## src/rtl/fake_differential_serializer.sv

```systemverilog
// Parallel-to-serial lane driver: captures one word per channel every N bit
// clocks and emits registered pseudo-differential p/n lanes (SDR or DDR pairs).
module fake_differential_serializer #(
    parameter int                    C_channels = 4,
    parameter int                    C_bits     = 10,
    parameter bit                    C_ddr      = 1'b0,
    parameter logic [C_channels-1:0] C_invert   = '0
) (
    input  logic                              clk_shift,
    input  logic                              reset,
    input  logic [C_channels*C_bits-1:0]      in_data,
    input  logic                              enable,
    output logic                              load,
    output logic [C_channels*(C_ddr+1)-1:0]   out_p,
    output logic [C_channels*(C_ddr+1)-1:0]   out_n
);

    localparam int W     = C_ddr ? 2 : 1;
    localparam int N     = C_bits / W;
    localparam int CNT_W = (N > 1) ? $clog2(N) : 1;
    localparam int LANES = C_channels * W;
    localparam logic [CNT_W-1:0] CNT_LAST = CNT_W'(N - 1);

    // A DDR lane pair must split the word evenly and a word needs at least two bits.
    generate
        if ((C_ddr && ((C_bits % 2) != 0)) || (C_bits < 2)) begin : g_bad_cfg
            $error("fake_differential_serializer: illegal C_bits/C_ddr combination");
        end
    endgenerate

    logic [CNT_W-1:0]  cnt;
    logic [C_bits-1:0] shreg [C_channels];
    logic              word_en;
    logic [LANES-1:0]  lane_next;
    logic [LANES-1:0]  out_p_q;

    // Free-running phase counter; load is decoded purely from its register.
    always_ff @(posedge clk_shift) begin
        if (reset) begin
            cnt <= '0;
        end else if (cnt == CNT_LAST) begin
            cnt <= '0;
        end else begin
            cnt <= cnt + CNT_W'(1);
        end
    end

    assign load = (cnt == CNT_LAST);

    always_ff @(posedge clk_shift) begin
        if (reset) begin
            for (int k = 0; k < C_channels; k++) begin
                shreg[k] <= '0;
            end
            word_en <= 1'b0;
        end else if (load) begin
            for (int k = 0; k < C_channels; k++) begin
                shreg[k] <= in_data[k*C_bits +: C_bits];
            end
            word_en <= enable;
        end else begin
            for (int k = 0; k < C_channels; k++) begin
                shreg[k] <= shreg[k] >> W;
            end
        end
    end

    // The low W bits of each shift register are the bits due on the wire next.
    always_comb begin
        lane_next = '0;
        for (int k = 0; k < C_channels; k++) begin
            for (int b = 0; b < W; b++) begin
                lane_next[k*W+b] = word_en & (shreg[k][b] ^ C_invert[k]);
            end
        end
    end

    always_ff @(posedge clk_shift) begin
        if (reset) begin
            out_p_q <= '0;
        end else begin
            out_p_q <= lane_next;
        end
    end

    assign out_p = out_p_q;
    assign out_n = ~out_p_q;

endmodule

```

## config.mk

```make
export PLATFORM = sky130hd
export DESIGN_NAME = fake_differential_serializer
export DESIGN_NICKNAME = d
export VERILOG_FILES = /design/src/rtl/fake_differential_serializer.sv
export SDC_FILE = /design/constraint.sdc
export NUM_CORES = 1
export LEC_CHECK = 0
export CAP_MARGIN = 0
export CORE_ASPECT_RATIO = 1.1
export CORE_MARGIN = 2
export CORE_UTILIZATION = 40
export CTS_BUF_LIST = sky130_fd_sc_hd__clkbuf_8
export CTS_CLUSTER_SIZE = 16
export DETAILED_ROUTE_END_ITERATION = 8
export HOLD_SLACK_MARGIN = 0.06
export PLACE_DENSITY_LB_ADDON = 0.12
export SYNTH_ARGS = -nofsm -noshare
export SYNTH_HDL_FRONTEND = slang
export SYNTH_SLANG_ARGS = --single-unit
```

## constraint.sdc

```tcl
create_clock -name clk_shift -period 1.74 [get_ports clk_shift]
set_clock_uncertainty 0.1 [all_clocks]
set_input_delay 0.174 -clock clk_shift [delete_from_list [all_inputs] [get_ports clk_shift]]
set_output_delay 0.174 -clock clk_shift [all_outputs]
set_load 0.01 [all_outputs]
```

==> run_results.csv <==
group,metric,value,unit
synth,synth_area_per_cell,10.9,sq um
grt,grt_max_degree,40,
clock_network,clk_pin_slew,0.09,ns
clock_network,cts_tree,"done",
place,placed_cells,359,
grt,grt_pass1_wl,6.29,mm
sta,fmax,617,MHz
final_layout,drive_gt1_share,13.7,%
final_layout,layout.cells.non_filler,367,
place,hpwl,2.59,mm
die,die_h,82.1,um
power_and_ir_drop,ir_worst_vdd,0.000398,V
critical_path,r2r-start,"cnt[1]$_SDFF_PN0_",
hold_path,min_from,"reset",
synth,netlist_instances,204,
critical_path,crit_path_max_fanout,4,
route,vias,1577,
grt,antenna_found_initial,0,
synth,syn-cell-area,2220,sq um
critical_path,worstSetupEndpoint,"load",
sta,period_needed,1.62,ns
grt,grt_usage,13.7,%
sta,period_share,93.2,%
place,gp_congestion,0.670,
clock_network,clk_path_buf_depth,2,
synth,ys_warn_count,0,
die,dieArea,6160,sq um
final_layout,final_common_cell,"nand2_1",
synth,ys_seq_area_share,61.3,%
final_layout,nets,336,
final_layout,layout_common_cells,"65 x nand2_1, 49 x clkdlybuf4s50_1, 38 x edfxtp_1, 38 x conb_1, 29 x a21oi_1",
clock_network,clock_tree.root_cell,"clkbuf_8",
sta,finalSetupTns,0,ns
critical_path,critPathArrivalTime,1.35,ns
synth,ys_types,24,
sta,rsz0062_at_grt,"false",
clock_network,cts_made_buffers,5,
place,io_buffers,51,
critical_path,cp.required,1.47,ns
die,fp.dieW,75.0,um
power_and_ir_drop,powerDensity,742,nW/um^2
critical_path,crit_start,"cnt[1]$_SDFF_PN0_",
critical_path,criticalPathCategory,"reg -> out",
die,rows,28,
critical_path,worst-r2r-cell-count,7,
power_and_ir_drop,p_leak,1.14,nW
sta,finalHoldViolations,0,
hold_path,hp-class,"in -> reg",
clock_network,clock-sinks,49,
route,dr.first_iter.drc_count,48,
route,firstDrtPassIters,3,
die,ios,52,
die,core_area,5360,sq um
clock_network,htree_levels,2,
synth,synth_seq_cells,49,
final_layout,area_growth,33.2,%
final_layout,fin_util,55.2,%
status,status,"finished clean",
grt,grt_overflow,0,
route,ant_nets,0,
route,post_drt_wl_per_cell,10.4,um
sta,worst_hold_slack,0.173,ns
route,drc,0,
final_layout,n_antenna_cell,0,
grt,first_global_vias,1387,
clock_network,cts_hold_buf,0,
flow_run,maxCapViolCount,0,
sta,slew_violations,0,
route,finalWirelength,3.83,mm
critical_path,rrSetupSlack,0.21,ns
sta,setup_violations,0,
critical_path,cp-end-kind,"primary output",
critical_path,timing.rr.end,"shreg[3][5]$_DFFE_PP_",
critical_path,cp-start-kind,"flip-flop",
route,avgViaCountPerCell,4.30,
clock_network,clock_latency,0.30,ns
die,floorplan.initialDensity,41.4,%
## what timing repair did
action / 4_1_cts / 5_1_grt
setup buffers: 0 / 0
gates resized for setup: 3 / 1
setup endpoints to repair: 1 / 17
## how the worst min path moves through the flow
| stage | to | cells past startpoint | slack [ns] |
|---|---|---|---|
| after floorplan | shreg[0][9]$_SDFFE_PP0P_ | 1 | 0.20 |
| after global placement | out_p[2]$_SDFF_PP0_ | 1 | 0.33 |
| after detailed placement | out_p[2]$_SDFF_PP0_ | 1 | 0.33 |
| after CTS | shreg[1][8]$_SDFFCE_PN0P_ | 2 | 0.17 |
| after global routing | shreg[1][7]$_SDFFCE_PN0P_ | 2 | 0.19 |
| final | shreg[1][8]$_SDFFCE_PN0P_ | 2 | 0.17 |
## logic make-up (layout without fill, tap and decap cells)
kind of cell,Yosys count,count (layout),share of synthesized area [%]
simple gates,94,94,20.0
flops,49,49,61.3
compound gates,39,39,10.5
buf+inv,19,70,6.93
fa+ha+maj,2,2,1.13
other cells,1,38,0.169
## per-stage QoR
step	worst slack, ns	power (mW)	cell area (sq um)
2_1_floorplan	0.282	1.45	2360
3_3_place_gp	0.0959	1.56	2860
3_5_place_dp	0.0414	1.56	2860
4_1_cts	0.0897	2.22	2950
5_1_grt	0.0209	2.30	2960
6_report	0.119	2.19	2960
## sequential cells by signal (all words and copies together) (netlist names)
| register | cells |
|---|---|
| cnt | 4 |
| out_p | 4 |
| shreg | 40 |
| word_en | 1 |
## critical path: stages, from the launching register on
cell and delay [ns]:
dfxtp_1 0.33, inv_1 0.06, ha_2 0.22, nand3b_4 0.09, inv_2 0.07, dlygate4sd2_1 0.28
## cell type report
| class | instances | area (sq um) |
|---|---|---|
| multi-input cells | 173 | 846 |
| fillers | 524 | 2400 |
| inverters | 6 | 22.5 |
| well taps | 75 | 93.8 |
| flip-flops and latches | 49 | 1360 |
| clock inverters | 3 | 17.5 |
| clock buffers | 5 | 68.8 |
| repair buffers | 56 | 546 |
## power by group
| group | leakage, nW | internal, mW | switching [mW] |
|---|---|---|---|
| Clock | 0.0439 | 0.278 | 0.382 |
| Sequential | 0.479 | 1.32 | 0.0192 |
| Combinational | 0.622 | 0.117 | 0.0765 |
## routing by layer
metal / GRT usage (%) / vias up / routed length [um]
li1: - / 815 / -
met1: 16.2 / 722 / 1650
met2: 23.0 / 34 / 1900
met3: 4.25 / 6 / 224
met4: 5.36 / 0 / 60
met5: 0 / - / 0
## synth_stat cells, drive strengths merged
library cell / number / share of area, %
conb: 1 / 0.17
nand2b: 1 / 0.28
nand3b: 2 / 1.2
clkbuf: 3 / 0.51
and2: 8 / 2.3
and4bb: 1 / 0.56
nand3: 2 / 0.45
ha: 2 / 1.1
nor3: 2 / 0.45
buf: 10 / 5.4
nand2: 75 / 14
nor2b: 1 / 0.28
or2: 1 / 0.28
dfxtp: 11 / 9.9
edfxtp: 38 / 51
inv: 6 / 1.0
or2b: 1 / 0.34
a21oi: 39 / 10
Power figures use the tool's default switching activity.
